$ cat src/rtl/a5_pkg.sv
// Shared A5/1 definitions: controller state encoding, LFSR geometry,
// feedback tap masks, clocking tap positions and the majority helper.
package a5_pkg;

    typedef enum logic [2:0] {
        S_IDLE,
        S_LOAD_KEY,
        S_LOAD_FRAME,
        S_WARMUP,
        S_GEN,
        S_KS_READY
    } state_t;

    localparam int R1_W = 19;
    localparam int R2_W = 22;
    localparam int R3_W = 23;

    // Feedback taps as masks: R1 {5,2,1,0}, R2 {1,0}, R3 {15,2,1,0}.
    localparam logic [R1_W-1:0] R1_TAPS = 19'h00027;
    localparam logic [R2_W-1:0] R2_TAPS = 22'h000003;
    localparam logic [R3_W-1:0] R3_TAPS = 23'h008007;

    localparam int R1_CLK = 10;
    localparam int R2_CLK = 11;
    localparam int R3_CLK = 12;

    function automatic logic maj3(input logic a, input logic b, input logic c);
        return (a & b) | (a & c) | (b & c);
    endfunction

endpackage

$ cat src/rtl/a5_keystream_gen.sv
// A5/1 LFSR core. load_en steps all three registers with load_bit folded into
// every feedback; maj_en applies majority clocking. ks_bit is taken from the
// post-step register values so it can be captured in the stepping cycle.
module a5_keystream_gen
    import a5_pkg::*;
(
    input  logic clk,
    input  logic rst_n,
    input  logic clr,
    input  logic load_en,
    input  logic load_bit,
    input  logic maj_en,
    output logic ks_bit
);

    logic [R1_W-1:0] r1, r1_nxt;
    logic [R2_W-1:0] r2, r2_nxt;
    logic [R3_W-1:0] r3, r3_nxt;
    logic            maj;

    // Next register values: keyed load step, majority step, or hold.
    always_comb begin
        r1_nxt = r1;
        r2_nxt = r2;
        r3_nxt = r3;
        maj    = maj3(r1[R1_CLK], r2[R2_CLK], r3[R3_CLK]);
        if (load_en) begin
            r1_nxt = {(^(r1 & R1_TAPS)) ^ load_bit, r1[R1_W-1:1]};
            r2_nxt = {(^(r2 & R2_TAPS)) ^ load_bit, r2[R2_W-1:1]};
            r3_nxt = {(^(r3 & R3_TAPS)) ^ load_bit, r3[R3_W-1:1]};
        end else if (maj_en) begin
            if (r1[R1_CLK] == maj) r1_nxt = {^(r1 & R1_TAPS), r1[R1_W-1:1]};
            if (r2[R2_CLK] == maj) r2_nxt = {^(r2 & R2_TAPS), r2[R2_W-1:1]};
            if (r3[R3_CLK] == maj) r3_nxt = {^(r3 & R3_TAPS), r3[R3_W-1:1]};
        end
    end

    assign ks_bit = r1_nxt[0] ^ r2_nxt[0] ^ r3_nxt[0];

    // LFSR state; clr zeroes all three at the start of every frame.
    always_ff @(posedge clk or negedge rst_n) begin
        if (!rst_n) begin
            r1 <= '0;
            r2 <= '0;
            r3 <= '0;
        end else if (clr) begin
            r1 <= '0;
            r2 <= '0;
            r3 <= '0;
        end else begin
            r1 <= r1_nxt;
            r2 <= r2_nxt;
            r3 <= r3_nxt;
        end
    end

endmodule

$ cat src/rtl/a5_stream_decipher.sv
// A5/1 streaming decipher: regenerates one keystream word just in time and
// XORs it onto each accepted ciphertext word.
// Optional macro A5_AUTO_FRAME_EN: at frame end, bump the frame number and
// restart key loading without a new start pulse.
//
// state        | meaning
// S_IDLE       | waiting for start
// S_LOAD_KEY   | clocking key bits MSB first into all LFSRs
// S_LOAD_FRAME | clocking frame bits MSB first into all LFSRs
// S_WARMUP     | majority-clocked discard cycles
// S_GEN        | majority clocking, one keystream bit per cycle into ksbuf
// S_KS_READY   | keystream word ready, waiting for ciphertext
module a5_stream_decipher
    import a5_pkg::*;
#(
    parameter int DATA_W      = 256,
    parameter int KEY_W       = 64,
    parameter int FRAME_W     = 22,
    parameter int WARMUP      = 100,
    parameter int FRAME_WORDS = 256
) (
    input  logic               clk,
    input  logic               rst_n,
    input  logic               start,
    input  logic               abort,
    input  logic [KEY_W-1:0]   key,
    input  logic [FRAME_W-1:0] frame,
    input  logic [DATA_W-1:0]  s_data,
    input  logic               s_valid,
    output logic               s_ready,
    output logic [DATA_W-1:0]  m_data,
    output logic               m_valid,
    input  logic               m_ready,
    output logic               busy,
    output logic               frame_done
);

    localparam int CNT_W = $clog2(DATA_W > WARMUP ? DATA_W : WARMUP);
    localparam int DI_W  = $clog2(DATA_W);
    localparam int KI_W  = $clog2(KEY_W);
    localparam int FI_W  = $clog2(FRAME_W);
    localparam int WC_W  = $clog2(FRAME_WORDS);

    state_t             state, state_nxt;
    logic [CNT_W-1:0]   cnt;
    logic [WC_W-1:0]    word_cnt;
    logic [KEY_W-1:0]   key_q;
    logic [FRAME_W-1:0] frame_q;
    logic [DATA_W-1:0]  ksbuf;
    logic               load_en, load_bit, maj_en, ks_bit;
    logic               accept, last_word, begin_frame, restart, ks_clr;

    // Phase lengths as down-counter preloads; the bit index equals the count.
    function automatic logic [CNT_W-1:0] cnt_init(input state_t s);
        case (s)
            S_LOAD_KEY:   cnt_init = CNT_W'(KEY_W - 1);
            S_LOAD_FRAME: cnt_init = CNT_W'(FRAME_W - 1);
            S_WARMUP:     cnt_init = CNT_W'(WARMUP - 1);
            S_GEN:        cnt_init = CNT_W'(DATA_W - 1);
            default:      cnt_init = '0;
        endcase
    endfunction

    a5_keystream_gen u_ksgen (
        .clk      (clk),
        .rst_n    (rst_n),
        .clr      (ks_clr),
        .load_en  (load_en),
        .load_bit (load_bit),
        .maj_en   (maj_en),
        .ks_bit   (ks_bit)
    );

    // Next-state and control decode; abort overrides everything, including start.
    always_comb begin
        state_nxt   = state;
        load_en     = 1'b0;
        load_bit    = 1'b0;
        maj_en      = 1'b0;
        s_ready     = 1'b0;
        accept      = 1'b0;
        last_word   = 1'b0;
        begin_frame = 1'b0;
        restart     = 1'b0;
        case (state)
            S_IDLE: begin
                if (start) begin
                    begin_frame = 1'b1;
                    state_nxt   = S_LOAD_KEY;
                end
            end
            S_LOAD_KEY: begin
                load_en  = 1'b1;
                load_bit = key_q[cnt[KI_W-1:0]];
                if (cnt == '0) state_nxt = S_LOAD_FRAME;
            end
            S_LOAD_FRAME: begin
                load_en  = 1'b1;
                load_bit = frame_q[cnt[FI_W-1:0]];
                if (cnt == '0) state_nxt = S_WARMUP;
            end
            S_WARMUP: begin
                maj_en = 1'b1;
                if (cnt == '0) state_nxt = S_GEN;
            end
            S_GEN: begin
                maj_en = 1'b1;
                if (cnt == '0) state_nxt = S_KS_READY;
            end
            S_KS_READY: begin
                s_ready = !m_valid || m_ready;
                accept  = s_valid && s_ready;
                if (accept) begin
                    if (word_cnt == WC_W'(FRAME_WORDS - 1)) begin
                        last_word = 1'b1;
`ifdef A5_AUTO_FRAME_EN
                        restart   = 1'b1;
                        state_nxt = S_LOAD_KEY;
`else
                        state_nxt = S_IDLE;
`endif
                    end else begin
                        state_nxt = S_GEN;
                    end
                end
            end
            default: state_nxt = S_IDLE;
        endcase
        if (abort) begin
            state_nxt   = S_IDLE;
            load_en     = 1'b0;
            maj_en      = 1'b0;
            s_ready     = 1'b0;
            accept      = 1'b0;
            last_word   = 1'b0;
            begin_frame = 1'b0;
            restart     = 1'b0;
        end
    end

    assign ks_clr = begin_frame || restart;
    assign busy   = (state != S_IDLE);

    // State register.
    always_ff @(posedge clk or negedge rst_n) begin
        if (!rst_n) state <= S_IDLE;
        else        state <= state_nxt;
    end

    // Phase counter, session capture and word counting.
    always_ff @(posedge clk or negedge rst_n) begin
        if (!rst_n) begin
            cnt      <= '0;
            key_q    <= '0;
            frame_q  <= '0;
            word_cnt <= '0;
        end else begin
            if (state_nxt != state) cnt <= cnt_init(state_nxt);
            else if (cnt != '0)     cnt <= cnt - CNT_W'(1);
            if (begin_frame) begin
                key_q   <= key;
                frame_q <= frame;
            end
`ifdef A5_AUTO_FRAME_EN
            else if (restart) begin
                frame_q <= frame_q + FRAME_W'(1);
            end
`endif
            if (ks_clr || last_word) word_cnt <= '0;
            else if (accept)         word_cnt <= word_cnt + WC_W'(1);
        end
    end

    // Keystream buffer fill and registered plaintext output.
    always_ff @(posedge clk or negedge rst_n) begin
        if (!rst_n) begin
            ksbuf      <= '0;
            m_data     <= '0;
            m_valid    <= 1'b0;
            frame_done <= 1'b0;
        end else begin
            if (abort || ks_clr)  ksbuf <= '0;
            else if (state == S_GEN) ksbuf[cnt[DI_W-1:0]] <= ks_bit;
            if (accept) begin
                m_data  <= s_data ^ ksbuf;
                m_valid <= 1'b1;
            end else if (m_ready) begin
                m_valid <= 1'b0;
            end
            frame_done <= last_word;
        end
    end

endmodule
$ cat config.mk
export PLATFORM = sky130hd
export DESIGN_NAME = a5_stream_decipher
export DESIGN_NICKNAME = d
export VERILOG_FILES = /design/src/rtl/a5_pkg.sv /design/src/rtl/a5_keystream_gen.sv /design/src/rtl/a5_stream_decipher.sv
export SDC_FILE = /design/constraint.sdc
export NUM_CORES = 1
export LEC_CHECK = 0
export ABC_AREA = 1
export CORE_UTILIZATION = 48
export DETAILED_ROUTE_END_ITERATION = 16
export PLACE_DENSITY = 0.77
export REMOVE_ABC_BUFFERS = 1
export SYNTH_ARGS = -nofsm -noshare
export SYNTH_HDL_FRONTEND = slang
export SYNTH_SLANG_ARGS = --single-unit
$ cat constraint.sdc
create_clock -name clk -period 3 [get_ports clk]
set_input_delay 0.6 -clock clk [delete_from_list [all_inputs] [get_ports clk]]
set_output_delay 0.6 -clock clk [all_outputs]
set_load 0.005 [all_outputs]
==> results.py <==
metrics = {
    "layout": {
        "drive_gt1_frac": 0.108,
        "fin_nets": 4761,
        "area_growth_pct": 30.3,
        "fin_cells": 5333,
        "fill_cells": 5458,
        "multi_input_area_sq_um": 12300,
        "final_area_sq_um": 42700,
        "ff_latch_area_sq_um": 17100,
    },
    "pwr": {
        "leakagePower_nw": 19.8,
        "vdd_drop_max_uv": 855,
        "power_density_nw_per_um2": 687,
        "p_total_w": 0.0293,
    },
    "clock_network": {
        "cts_num_sinks": 683,
        "cts_setup_buffers": 0,
        "cts_max_path_buffers": 3,
        "clkLatencyLatePin_ns": 0.62,
        "cts-root-buf": "clkbuf_16",
        "cts_buffers": 74,
        "cts_htree_levels": 3,
        "cts_tree": "built",
        "cts.clk_slew.worst_paths_ns": 0.06,
    },
    "run": {
        "max_cap_violations": 0,
    },
    "global_routing": {
        "grt_pass1_wl_um": 150000,
        "grt_usage": 0.275,
        "antenna_found_initial": 4,
        "grt_pass1_vias": 26900,
        "grt_max_degree": 196,
        "gr-total-overflow": 0,
    },
    "yosys": {
        "ys.flop_type": "dfrtp_1",
        "syn-instance-count": 3792,
        "synth_area_sq_um": 32800,
        "async_flop_share": 1.00,
        "yosys_warnings": 0,
        "yosysUniqueCellTypes": 39,
        "ys_ff_latch": 683,
        "synth-edff-count": 0,
        "ys_seq_area_frac": 0.521,
        "syn_area_per_cell_sq_um": 8.65,
    },
    "placed_design": {
        "routabilityCongestion": 0.845,
        "place_hpwl_um": 67300,
        "place_area_sq_um": 40300,
        "dp_cells": 5200,
        "io_buffers": 607,
    },
    "setup_path": {
        "critPathMaxFanout": 6,
        "max_stage_delay_ns": 0.55,
        "worstPathArrival_ns": 2.24,
        "worstSetupEndpoint": "s_ready",
        "reg2reg_slack_ns": 0.30,
        "setup.worst_path.start": "state[2]",
        "r2r-end": "ksbuf[222]",
        "rr_worst_depth": 14,
        "end_kind": "output port",
        "critical_path_required_ns": 2.40,
        "cp_slowest_cell": "clkdlybuf4s50_1",
        "startpoint_type": "flop",
        "crit_chain": "inv_2 > nor3_4 > nand2_1 > nor2_1 > clkdlybuf4s50_1",
        "r2r_start": "u_ksgen.r2[11]",
        "critPathKind": "flop to output port",
    },
    "sta": {
        "max_freq_mhz": 352,
        "max-slew-margin-rel": 0.511,
        "setup_viol": 0,
        "worstMarginPinSlew_ns": 0.733,
        "fin_crit_ns": 2.84,
        "fin_crit_sh": 0.946,
        "hold_slack_ns": 0.468,
        "fin_skew_ns": 0.0210,
        "hold_viol_final": 0,
        "rsz0062_at_grt": "false",
        "drv_slew": 0,
    },
    "floorplan": {
        "die_x_um": 263,
        "die_area_sq_um": 69400,
        "placementRows": 95,
        "core_area_sq_um": 67400,
        "io_pins": 608,
        "start_util": 0.487,
        "die_h_um": 263,
    },
    "drt": {
        "vias_per_cell": 5.07,
        "drc": 0,
        "ant_nets": 0,
        "dr.first_iter.drc_count": 2301,
        "num_vias": 27000,
        "dr.pass1.iters": 7,
        "routed_wl_um": 94800,
        "wl_per_cell_um": 17.8,
    },
    "outcome": {
        "outcome": "finished clean",
    },
    "hold_path": {
        "min_path_type": "flop to flop",
    },
}
[how the worst min path moves through the flow]
stage,from,slack [ns],endpoint,cells past startpoint
finish,frame_q[4],0.47,frame_q[4],2
global route,frame_q[8],0.48,frame_q[8],2
CTS,frame_q[4],0.47,frame_q[4],2
detailed placement,frame_q[4],0.46,frame_q[4],2
global placement,frame_q[4],0.45,frame_q[4],2
floorplan,rst_n,0.30,cnt[0],0
[layer usage]
metal,track usage,part of all wire
met3,0.0491,0.062
met1,0.352,0.41
met4,0.0895,0.026
met2,0.473,0.50
met5,0,0.00018
[stage by stage]
stage / TNS, ns / util / worst slack, ns
final: 0 / 0.634 / 0.163
after CTS: 0 / 0.634 / 0.0653
after floorplan: -3025.94 / - / -6.13
after global routing: 0 / 0.634 / 0.0356
after global placement: 0 / 0.599 / 0.0541
after detailed placement: -0.00186 / 0.599 / -0.00186
[critical path, delay by kind of cell (launching register included)]
family                 cells  cell delay, ns
buffers and inverters      2            0.67
and+or+nand+nor            3            0.49
DFF                        1            0.47
[cell type report]
| type | instances | share of cell area |
|---|---|---|
| Clock inverter | 17 | 0.00363 |
| Tap cell | 873 | 0.0256 |
| Sequential cell | 683 | 0.400 |
| Clock buffer | 111 | 0.0515 |
| Inverter | 640 | 0.0562 |
| Multi-Input combinational cell | 2277 | 0.288 |
| Timing Repair Buffer | 728 | 0.175 |
| Antenna cell | 4 | 0.000234 |
[cell usage in the layout (no fill, tap or decap), drive strengths merged]
cell type,count
a22o,2
xnor2,265
nand3,66
o22ai,6
clkbuf,111
xor2,10
nor3,2
nand2,882
inv,640
bufinv,1
a31oi,1
clkinv,16
ha,9
buf,121
or2,2
diode,4
nand4,6
dlygate4sd3,1
clkdlybuf4s50,606
o21ai,648
o31ai,2
o2111ai,1
nor2,68
dfrtp,683
nand3b,2
a21oi,305
[Yosys cell counts (2+ instances only)]
cell type	n	area [sq um]
nor2_2	4	25.0
nand3b_1	2	15.0
buf_6	5	56.3
clkbuf_1	158	593
xnor2_1	264	2310
buf_12	22	440
o21ai_2	202	1770
nand3_1	65	325
o21ai_1	40	200
o22ai_1	6	37.5
inv_1	633	2380
clkinv_1	3	11.3
buf_1	5	18.8
a22o_1	2	17.5
nand2_2	5	31.3
ha_1	9	113
nand2_1	876	3290
nand4_1	6	37.5
inv_2	4	15.0
xor2_1	9	78.8
dfrtp_1	683	17100
nor2_1	64	240
o31ai_1	2	15.0
a21oi_1	304	1520
o21ai_0	405	2030
[registers in the layout, summed over array words and instances (netlist names)]
| register | cells |
|---|---|
| ksbuf | 256 |
| m_data | 256 |
| frame_q | 22 |
| word_cnt | 8 |
| cnt | 8 |
| u_ksgen.r2 | 22 |
| u_ksgen.r3 | 23 |
| key_q | 64 |
| u_ksgen.r1 | 19 |
| m_valid | 1 |
| state | 3 |
| frame_done | 1 |
[repair_timing]
item,4_1_cts,5_1_grt
hold buffers,1,0
endpoints found under the setup margin,1,1
resized for setup,1,1
hold endpoints to repair,48,0
gates cloned,0,0
[power breakdown]
group / switching [W] / leakage, nW / internal [W]
Clock: 0.00378 / 1.17 / 0.00516
Combinational: 0.00650 / 9.27 / 0.00332
Sequential: 0.000428 / 9.32 / 0.0101
[kinds of logic (layout without fill, tap and decap cells)]
| group | after synthesis | in the layout | share of synthesized area |
|---|---|---|---|
| buffers and inverters | 832 | 1496 | 0.107 |
| other | 0 | 4 | 0 |
| adder cells (fa/ha/maj) | 9 | 9 | 0.00343 |
| XOR/XNOR | 275 | 275 | 0.0742 |
| flip-flops | 683 | 683 | 0.521 |
| AND/OR/NAND/NOR | 1028 | 1028 | 0.122 |
| AO/OA/AOI/OAI | 965 | 965 | 0.172 |
No activity file was read; power rests on OpenSTA's default activity.
